[src/rtl/mnisc_pkg.sv]
`default_nettype none
// ---------------------------------------------------------------------------
// mnisc_pkg
// Shared types and helpers for the MNISC-Q activation code datapath:
// dequantizer state encoding, code-width selector and the 2-bit level table.
// Rev 1.0 - initial release
// ---------------------------------------------------------------------------
package mnisc_pkg;

  // Dequantizer control states
  typedef enum logic [1:0] {
    ST_IDLE  = 2'd0,
    ST_LOAD  = 2'd1,
    ST_DRAIN = 2'd2,
    ST_DONE  = 2'd3
  } state_t;

  // Supported code widths, encoded as log2(N) - 1
  typedef enum logic [1:0] {
    CW_2  = 2'd0,
    CW_4  = 2'd1,
    CW_8  = 2'd2,
    CW_16 = 2'd3
  } cw_t;

  localparam logic [7:0] c_CODE_BITS_2  = 8'd2;
  localparam logic [7:0] c_CODE_BITS_4  = 8'd4;
  localparam logic [7:0] c_CODE_BITS_8  = 8'd8;
  localparam logic [7:0] c_CODE_BITS_16 = 8'd16;

  // Map the raw configured width onto a selector; unknown widths fall back to 2
  function automatic cw_t cw_decode(input logic [7:0] bits);
    cw_t cw;
    case (bits)
      c_CODE_BITS_4:  cw = CW_4;
      c_CODE_BITS_8:  cw = CW_8;
      c_CODE_BITS_16: cw = CW_16;
      default:        cw = CW_2;
    endcase
    return cw;
  endfunction

  // 2-bit symmetric level table (same table the quantizer encodes against)
  function automatic logic signed [2:0] dec2(input logic [1:0] code);
    logic signed [2:0] v;
    case (code)
      2'b00:   v = -3'sd3;
      2'b01:   v = -3'sd1;
      2'b10:   v = 3'sd1;
      default: v = 3'sd3;
    endcase
    return v;
  endfunction

  // Index of the last output sub-beat held in one input buffer (32/N - 1)
  function automatic logic [3:0] sub_last(input cw_t cw);
    logic [3:0] s;
    case (cw)
      CW_2:    s = 4'd15;
      CW_4:    s = 4'd7;
      CW_8:    s = 4'd3;
      default: s = 4'd1;
    endcase
    return s;
  endfunction

endpackage
`default_nettype wire

[src/rtl/act_dequant_unit_if.sv]
`default_nettype none
// ---------------------------------------------------------------------------
// act_dequant_unit_if
// Valid/ready stream bundle used for both the packed-code input and the
// int32-lane output of the activation dequantizer.
// Rev 1.0 - initial release
// ---------------------------------------------------------------------------
interface act_dequant_unit_if #(
  parameter int BUS_W = 128
);
  logic [BUS_W-1:0] data;
  logic             valid;
  logic             ready;

  modport master (output data, output valid, input ready);
  modport slave  (input data, input valid, output ready);
endinterface
`default_nettype wire

[src/rtl/mnisc_code_decoder.sv]
`default_nettype none
// ---------------------------------------------------------------------------
// mnisc_code_decoder
// Expands one MNISC-Q code (right-aligned in a 16-bit field) into a signed
// ACC_W-bit integer according to the selected code width.
// Rev 1.0 - initial release
// ---------------------------------------------------------------------------
module mnisc_code_decoder
  import mnisc_pkg::*;
#(
  parameter int ACC_W = 32
) (
  input  wire logic [15:0]      i_code,
  input  wire cw_t              i_cw,
  output logic      [ACC_W-1:0] o_value
);

  logic signed [2:0] w_d_hi;
  logic signed [2:0] w_d_lo;

  // 4-bit codes are two stacked 2-bit levels: hi weighs 4, lo weighs 1
  assign w_d_hi = dec2(i_code[3:2]);
  assign w_d_lo = dec2(i_code[1:0]);

  // Select the expansion for the active code width
  always_comb begin
    o_value = '0;
    case (i_cw)
      CW_2:    o_value = {{(ACC_W-3){w_d_lo[2]}}, w_d_lo};
      CW_4:    o_value = {{(ACC_W-5){w_d_hi[2]}}, w_d_hi, 2'b00}
                       + {{(ACC_W-3){w_d_lo[2]}}, w_d_lo};
      CW_8:    o_value = {{(ACC_W-8){i_code[7]}}, i_code[7:0]};
      default: o_value = {{(ACC_W-16){i_code[15]}}, i_code};
    endcase
  end

endmodule
`default_nettype wire

[src/rtl/act_dequant_unit.sv]
`default_nettype none
// ---------------------------------------------------------------------------
// act_dequant_unit
// Activation dequantizer: buffers one beat of packed 2/4/8/16-bit codes and
// serializes it as signed int lanes over several output beats, with a
// zero-bubble reload of the next input beat on the last sub-beat.
// Rev 1.0 - initial release
// ---------------------------------------------------------------------------
module act_dequant_unit
  import mnisc_pkg::*;
#(
  parameter int BUS_W = 128,
  parameter int ACC_W = 32
) (
  input  wire logic        clk,
  input  wire logic        rst_n,
  input  wire logic [7:0]  i_cfg_code_bits,
  input  wire logic [15:0] i_cfg_h,
  input  wire logic [15:0] i_cfg_w,
  input  wire logic [15:0] i_cfg_c,
  input  wire logic        i_start,
  output logic             o_busy,
  output logic             o_done,
  act_dequant_unit_if.slave  i_in,
  act_dequant_unit_if.master o_out
);

  localparam int c_OPB = BUS_W / ACC_W;

  state_t           r_state;
  state_t           w_state_nxt;
  cw_t              r_cw;
  logic [31:0]      r_total;
  logic [31:0]      r_elem_cnt;
  logic [BUS_W-1:0] r_buf;
  logic [3:0]       r_sub;

  logic [31:0]      w_total;
  logic             w_last;
  logic             w_sub_last;
  logic             w_in_ready;
  logic             w_out_valid;
  logic             w_out_hs;
  logic             w_start_acc;
  logic             w_buf_load;
  logic [BUS_W-1:0] w_lanes;

  // Element count of the requested tensor, wrapped to 32 bits
  assign w_total = 32'(i_cfg_h) * 32'(i_cfg_w) * 32'(i_cfg_c);

  // This output beat covers the final element of the tensor
  assign w_last = ({1'b0, r_elem_cnt} + 33'(c_OPB)) >= {1'b0, r_total};

  assign w_sub_last = (r_sub == sub_last(r_cw));

  // State register
  always_ff @(posedge clk or negedge rst_n) begin
    if (!rst_n) begin
      r_state <= ST_IDLE;
    end else begin
      r_state <= w_state_nxt;
    end
  end

  // Next-state, handshake and datapath-strobe decode
  always_comb begin
    w_state_nxt = r_state;
    w_in_ready  = 1'b0;
    w_out_valid = 1'b0;
    w_out_hs    = 1'b0;
    w_start_acc = 1'b0;
    w_buf_load  = 1'b0;
    case (r_state)
      ST_IDLE: begin
        if (i_start) begin
          w_start_acc = 1'b1;
          w_state_nxt = (w_total == 32'd0) ? ST_DONE : ST_LOAD;
        end
      end
      ST_LOAD: begin
        w_in_ready = 1'b1;
        if (i_in.valid) begin
          w_buf_load  = 1'b1;
          w_state_nxt = ST_DRAIN;
        end
      end
      ST_DRAIN: begin
        w_out_valid = 1'b1;
        // Accept the next beat only as the last sub-beat leaves, and only if
        // more elements remain; out_ready feeds in_ready combinationally.
        w_in_ready  = o_out.ready && w_sub_last && !w_last;
        if (o_out.ready) begin
          w_out_hs = 1'b1;
          if (w_last) begin
            w_state_nxt = ST_DONE;
          end else if (w_sub_last) begin
            if (i_in.valid) begin
              w_buf_load = 1'b1;
            end else begin
              w_state_nxt = ST_LOAD;
            end
          end
        end
      end
      ST_DONE: begin
        w_state_nxt = ST_IDLE;
      end
      default: begin
        w_state_nxt = ST_IDLE;
      end
    endcase
  end

  // Config latch, element/sub-beat counters and input buffer
  always_ff @(posedge clk or negedge rst_n) begin
    if (!rst_n) begin
      r_cw       <= CW_2;
      r_total    <= '0;
      r_elem_cnt <= '0;
      r_buf      <= '0;
      r_sub      <= '0;
    end else begin
      if (w_start_acc) begin
        r_cw       <= cw_decode(i_cfg_code_bits);
        r_total    <= w_total;
        r_elem_cnt <= '0;
        r_sub      <= '0;
      end
      if (w_out_hs) begin
        r_elem_cnt <= r_elem_cnt + 32'(c_OPB);
        r_sub      <= r_sub + 4'd1;
      end
      // A reload restarts the sub-beat walk even when it coincides with a drain
      if (w_buf_load) begin
        r_buf <= i_in.data;
        r_sub <= '0;
      end
    end
  end

  generate
    for (genvar j = 0; j < c_OPB; j++) begin : g_lane
      logic [31:0]      w_idx;
      logic [15:0]      w_code;
      logic [ACC_W-1:0] w_value;
      logic             w_en;

      // Code index within the buffer for this lane of the current sub-beat
      assign w_idx = 32'(r_sub) * 32'(c_OPB) + 32'(j);

      // Extract this lane's code, right-aligned
      always_comb begin
        w_code = '0;
        case (r_cw)
          CW_2:    w_code = {14'd0, 2'(r_buf >> (w_idx * 32'd2))};
          CW_4:    w_code = {12'd0, 4'(r_buf >> (w_idx * 32'd4))};
          CW_8:    w_code = {8'd0, 8'(r_buf >> (w_idx * 32'd8))};
          default: w_code = 16'(r_buf >> (w_idx * 32'd16));
        endcase
      end

      mnisc_code_decoder #(
        .ACC_W (ACC_W)
      ) u_dec (
        .i_code  (w_code),
        .i_cw    (r_cw),
        .o_value (w_value)
      );

      // Lanes past the end of the tensor read as zero
      assign w_en = (r_state == ST_DRAIN)
                 && (({1'b0, r_elem_cnt} + 33'(j)) < {1'b0, r_total});

      assign w_lanes[j*ACC_W +: ACC_W] = w_en ? w_value : '0;
    end
  endgenerate

  assign i_in.ready  = w_in_ready;
  assign o_out.valid = w_out_valid;
  assign o_out.data  = w_lanes;
  assign o_busy      = (r_state != ST_IDLE);
  assign o_done      = (r_state == ST_DONE);

endmodule
`default_nettype wire
[src/flat_wrapper.sv]
// flat-port wrapper written by rule: the top's interface ports become plain ports
module act_dequant_unit_flat import mnisc_pkg::*;
#(
  parameter int BUS_W = 128,
  parameter int ACC_W = 32
)
  (clk, rst_n, i_cfg_code_bits, i_cfg_h, i_cfg_w, i_cfg_c, i_start, o_busy, o_done, i_in_data, i_in_valid, i_in_ready, o_out_data, o_out_valid, o_out_ready);
  act_dequant_unit_if #(.BUS_W(BUS_W)) i_in_i ();
  act_dequant_unit_if #(.BUS_W(BUS_W)) o_out_i ();
  input  wire logic clk;
  input  wire logic rst_n;
  input  wire logic [7:0] i_cfg_code_bits;
  input  wire logic [15:0] i_cfg_h;
  input  wire logic [15:0] i_cfg_w;
  input  wire logic [15:0] i_cfg_c;
  input  wire logic i_start;
  output logic o_busy;
  output logic o_done;
  input wire logic [$bits(i_in_i.data)-1:0] i_in_data;
  input wire logic [$bits(i_in_i.valid)-1:0] i_in_valid;
  output wire logic [$bits(i_in_i.ready)-1:0] i_in_ready;
  output wire logic [$bits(o_out_i.data)-1:0] o_out_data;
  output wire logic [$bits(o_out_i.valid)-1:0] o_out_valid;
  input wire logic [$bits(o_out_i.ready)-1:0] o_out_ready;
  assign i_in_i.data = i_in_data;
  assign i_in_i.valid = i_in_valid;
  assign i_in_ready = i_in_i.ready;
  assign o_out_data = o_out_i.data;
  assign o_out_valid = o_out_i.valid;
  assign o_out_i.ready = o_out_ready;
  act_dequant_unit #(.BUS_W(BUS_W), .ACC_W(ACC_W)) u_core (.clk(clk), .rst_n(rst_n), .i_cfg_code_bits(i_cfg_code_bits), .i_cfg_h(i_cfg_h), .i_cfg_w(i_cfg_w), .i_cfg_c(i_cfg_c), .i_start(i_start), .o_busy(o_busy), .o_done(o_done), .i_in(i_in_i), .o_out(o_out_i));
endmodule
[config.mk]
export PLATFORM = sky130hd
export DESIGN_NAME = act_dequant_unit_flat
export DESIGN_NICKNAME = d
export VERILOG_FILES = /design/src/rtl/mnisc_pkg.sv /design/src/rtl/act_dequant_unit_if.sv /design/src/rtl/mnisc_code_decoder.sv /design/src/rtl/act_dequant_unit.sv /design/src/flat_wrapper.sv
export SDC_FILE = /design/constraint.sdc
export NUM_CORES = 2
export LEC_CHECK = 0
export CORE_MARGIN = 2
export CORE_UTILIZATION = 56
export CTS_BUF_LIST = sky130_fd_sc_hd__clkbuf_8
export DETAILED_ROUTE_END_ITERATION = 10
export HOLD_SLACK_MARGIN = 0.1
export PLACE_DENSITY_LB_ADDON = 0.1
export SLEW_MARGIN = 20
export SYNTH_ARGS = -nofsm -noshare
export SYNTH_HDL_FRONTEND = slang
export SYNTH_SLANG_ARGS = --single-unit
[constraint.sdc]
create_clock -name clk -period 4.9 [get_ports clk]
set_clock_uncertainty 0.15 [all_clocks]
set_input_delay 0.735 -clock clk [delete_from_list [all_inputs] [get_ports clk]]
set_output_delay 0.735 -clock clk [all_outputs]
set_load 0.05 [all_outputs]
Word level (Yosys, flattened, before mapping):

Index checks and enable logic that the tools add are counted.

* bits in registers: 200
* output and inout port bits: 132
* word-level logic and storage cells: 140

* add/sub/neg operators: 13
* $mul: 2
* $lt $le $gt $ge: 5
* eq/ne operators: 30
* shift-type cells: 16
* multiplexer cells: 46
* reductions and logical operators: 22

Operators by type and width (count)
* $pmux 32 s3: 4
* $shr 128x32->16: 3
* $shr 128x32->2: 3
* $shr 128x32->4: 3
* $shr 128x32->8: 3
* $mux 32: 6
* $pmux 16 s3: 4
* $shr 128x10->16: 1
* $shr 128x7->2: 1
* $shr 128x8->4: 1
* $shr 128x9->8: 1
* $lt 33x32->1: 3
* $pmux 3 s3: 8
* $add 32x2->33 const B: 2
* $add 32x1->33 const B: 1
* $add 32x3->33 const B: 1
* $ge 33x32->1: 1
* $add 32x3->32 const B: 1
* $logic_not 32->1: 1
* $lt 32x32->1: 1
* $mul 16x16->32: 1
* $mul 32x16->32: 1
* $add 5x3->6: 4
* $eq 2x2->1 const B: 11
* 24 further kinds: 68

Depth between registers and ports, before layout:

* word-level depth: 8
* mapped depth: 50
* mapped depth without buffers: 48

Hierarchy:

From an unflattened synthesis, not the netlist that was laid out.

* cells, all modules: 4099
* area total of the unflattened synthesis: 37627.3 µm²

Modules (own cells, without submodules)
* act_dequant_unit: times used 1, cells an instance 3911, area each 35845.6 µm², sequential area each 4954.8 µm²
* mnisc_code_decoder: times used 4, cells an instance 47, area each 445.4 µm², sequential area each 0.0 µm²

Worst setup path before layout:

Ideal clock, no wire load.

* path kind: input to register
* start: in i_cfg_w[6]
* end: reg u_core.r_state[1]
* library setup time: 0.076 ns
* arrival time: 11.754 ns
* slack: -7.081 ns
* stages: 42
* cells stage by stage: clkbuf_1 > nand2_1 > fa_1 > fa_1 > inv_1 > fa_1 > inv_1 > fa_1 > fa_1 > fa_1 > inv_1 > ha_1 > clkbuf_2 > and3_1 > a21boi_4 > nor2_2 > xnor2_1 > clkbuf_1 > (+6 left out) > fa_1 > inv_1 > fa_1 > inv_1 > ha_1 > a21oi_1 > o21a_1 > nor2_1 > a2111oi_0 > o211ai_1 > a21oi_1 > o21ai_0 > a21o_1 > a21o_1 > a21oi_1 > xnor2_1 > or4_1 > o21ai_1

* word-level cells in the longest chain between the ends: 6

RTL lines
* start, declared: RTL line flat_wrapper.sv:14 `input wire logic [15:0] i_cfg_w;`
* $mul 16x16->32: RTL line act_dequant_unit.sv:49 `assign w_total = 32'(i_cfg_h) * 32'(i_cfg_w) * 32'(i_cfg_c);`
* $mul 32x16->32: RTL line act_dequant_unit.sv:49
* $logic_not 32->1: RTL line act_dequant_unit.sv:77 `w_state_nxt = (w_total == 32'd0) ? ST_DONE : ST_LOAD;`
* $mux 2: RTL line act_dequant_unit.sv:77
* $mux 2: RTL line act_dequant_unit.sv:75 `if (i_start) begin`
* $pmux 2 s4: RTL line act_dequant_unit.sv:73 `case (r_state)`
* end signal, assigned: RTL line act_dequant_unit.sv:61 `r_state <= w_state_nxt;`
* end, declared: RTL line act_dequant_unit.sv:30 `state_t r_state;`

No other way between the ends. The select of a mux whose other input is x is not followed.
A chain may end at the register's enable or synchronous reset.

Worst setup path after layout:

* start: in i_cfg_h[6]
* end: reg u_core.r_total[31]

* word-level cells in the longest chain between the ends: 2

RTL lines
* start, declared: RTL line flat_wrapper.sv:13 `input wire logic [15:0] i_cfg_h;`
* $mul 16x16->32: RTL line act_dequant_unit.sv:49
* $mul 32x16->32: RTL line act_dequant_unit.sv:49
* end signal, assigned: RTL line act_dequant_unit.sv:125 `r_total <= w_total;`
* end, declared: RTL line act_dequant_unit.sv:33 `logic [31:0] r_total;`

No other way between the ends.

==> run_results.csv <==
group,metric,value,unit
run_status,status,"finished, violations left",
run_status,violations,"setup timing",
layout,fill_cells,4389,
clock_network,ctsHtreeMaxLevel,4,
logic_synthesis,synth_cells,3981,
layout,multiInputGateArea,30390,µm²
worst_setup_path,critPathBufInv,10,
clock_network,cts_buffers,17,
layout,final_util,0.7666,
sta,slew_violations,0,
logic_synthesis,ys_ff_latch,198,
worst_setup_path,max_stage_delay,600,ps
worst_setup_path,crit_required,5170,ps
logic_synthesis,synth.top_cell.area_share,0.2725,
worst_setup_path,end_kind,"register",
logic_synthesis,synthArstFlopShare,1.000,
clock_network,clock-sinks,198,
place,placed_area,45730,µm²
logic_synthesis,synth_edf_count,0,
layout,register_area,4965,µm²
job,maxCapViolCount,0,
grt,grt_start_max_net_pins,102,
drt,drc,0,
logic_synthesis,avgSynthCellArea,9.191,µm²
drt,vias,31560,
sta,fin_crit_sh,2.309,
worst_setup_path,worst_ep_arrival_time,11590,ps
clock_network,worstSkewPairLatency,530,ps
sta,worst_slew_pin_slew,1317,ps
clock_network,path_clk_slew,110,ps
sta,final_hold_viol_count,0,
sta,relSlewSlack,0.1220,
clock_network,cts_tree,"yes",
worst_setup_path,crit_slowest_cell,"fa_1",
logic_synthesis,synth_nets,4963,
logic_synthesis,synth_flop_cell,"dfrtp_1",
sta,rsz0062_at_grt,"true",
layout,fin_area,49510,µm²
drt,wl_per_cell,21.23,µm
die,core,64580,µm²
place,place_congestion,0.9945,
die,start_util,0.5665,
worst_setup_path,path_max_fanout,6,
grt,grt_pass1_wl,179900,µm
logic_synthesis,ys_seq_area_frac,0.1354,
logic_synthesis,synth_cell_type_count,81,
place,hpwlAfterDp,89730,µm
logic_synthesis,synth_top_area_cell,"fa_1",
layout,final_cell_mix,"inv_1, buf_4, fa_1",
drt,ant_nets,0,
die,die_h,259.6,µm
logic_synthesis,ys_warn_count,0,
sta,timing.fmax,88.39,MHz
worst_setup_path,critPathTopFamily,"adder cells",
drt,drt-initial-drc-count,2619,
drt,drt-total-wl,116800,µm
sta,setup_viol,90,
clock_network,holdBufCountCts,0,
layout,final_nets,5611,
clock_network,root_buffer,"clkbuf_8",
sta,setup_ws,-6414,ps
grt,grt_usage,0.3413,
layout,synthToLayoutAreaGrowth,35.31,%
hold_path,hold_class,"input port to async pin",
die,pin_count,321,
layout,final_common_cell,"inv_1",
sta,fin_crit,11310,ps
worst_setup_path,startpoint_type,"input port",
drt,drt-pass1-iter-count,6,
clock_network,cts_buffer_depth,2,
die,fp.dieW,259.6,µm
place,port_buffers,320,
logic_synthesis,netlist_area,36590,µm²
grt,grt-ovfl-total,0,
grt,first_global_vias,32790,
worst_setup_path,crit_top_cell,"fa_1",
die,die_area,67390,µm²
layout,drive_above_1_share,0.3283,
grt,antenna_found_initial,4,
logic_synthesis,synth_area_leaders,"fa_1, dfrtp_1, ha_1",
drt,vias_per_cell,5.736,
worst_setup_path,critPathKind,"input port to register",
die,rows,93,
worst register-to-register path, cell delays in order (launching register included):
cell and delay [ps]:
dfrtp_1 390, nand3_2 100, nor2_4 140, nand4_1 160, nor2_4 170, and3_4 220
and3_4 200, nand3_4 100, nor2_4 190, nand3_1 140, xnor2_1 160, ha_1 300
nand3_2 80, nor2_1 120, buf_4 140, nand3_1 100, a21oi_2 200, a211oi_2 80
buf_4 140, a21oi_1 310, nand2_1 130, nor4_2 260, nand3_1 90, or4_1 480
o21ai_1 140
cell usage after synthesis (all sizes together), types with 17 or more instances:
library cell	instances
clkbuf	209
a31oi	17
buf	113
xnor2	77
a21oi	152
nand2	477
o21ai	148
nor2	146
o211ai	19
a21o	45
mux2i	68
nand2b	40
nor2b	31
mux4	92
o21a	37
mux2	167
ha	295
and2	249
inv	622
fa	498
nand3	43
nand4	30
nor3	19
and3	32
dfrtp	198
xor2	34
layer usage:
metal / track usage / wire length (µm) / share of wire / vias up
met5: 0 / 0 / 0 / -
met2: 0.5758 / 57350 / 0.49 / 1529
met1: 0.4479 / 44970 / 0.38 / 15670
met4: 0.1274 / 4971 / 0.043 / 0
li1: - / - / - / 14060
met3: 0.04961 / 9520 / 0.082 / 303
stage by stage:
step	instances	setup TNS (ps)	setup WS (ps)	hold slack, ps
5_1_grt	5501	-168190	-6915	154.7
4_1_cts	5425	-150360	-6310	139.0
2_1_floorplan	3981	-125630	-6085	289.4
3_5_place_dp	5308	-166950	-7348	321.7
3_3_place_gp	5308	-163580	-7147	311.8
6_report	5501	-145000	-6414	106.9
state kept, by name, indices dropped and copies added, names as in the netlist:
| signal | count |
|---|---|
| u_core.r_buf | 128 |
| u_core.r_total | 32 |
| u_core.r_elem_cnt | 30 |
| u_core.r_sub | 4 |
| u_core.r_cw | 2 |
| u_core.r_state | 2 |
area by class of cell:
| cell class | count | share of cell area |
|---|---|---|
| multi-input combinational | 2838 | 0.6139 |
| timing repair buffer | 951 | 0.2089 |
| sequential | 198 | 0.1003 |
| inverter | 623 | 0.04724 |
| tap | 855 | 0.02161 |
| clock buffer | 18 | 0.005004 |
| clock inverter | 14 | 0.002831 |
| antenna | 4 | 0.0002022 |
timing repair:
| item | 4_1_cts | 5_1_grt |
|---|---|---|
| gates cloned | 8 | 9 |
| resized for setup | 294 | 297 |
| pin swaps | 157 | 127 |
| buffers inserted | 77 | 72 |
| endpoints found under the setup margin | 151 | 285 |
kinds of logic (layout without fill, tap and decap cells):
kind of cell,Yosys count,after routing,share of synthesized area
fa+ha+maj,793,793,0.3734
xor+xnor,114,114,0.02944
simple gates,1101,1101,0.1448
other cells,0,4,0
compound gates,503,503,0.08543
mux,327,327,0.1266
flops,198,198,0.1354
buf+inv,945,1606,0.1049
worst paths after layout:
path	start	endpoint	slack [ps]	cells after the start
min reg2reg	u_core.r_total[24]	u_core.r_total[24]	340	2
max	i_cfg_h[6]	u_core.r_total[31]	-6410	43
max in group asynchronous	rst_n	u_core.r_elem_cnt[22]	3480	2
min	rst_n	u_core.r_elem_cnt[4]	110	1
min in group clk	u_core.r_total[24]	u_core.r_total[24]	340	2
max reg2reg	u_core.r_elem_cnt[14]	u_core.r_state[1]	130	24
Power is not shown: default switching activity piles up to over one toggle a cycle in this logic, so the estimate is an artifact.
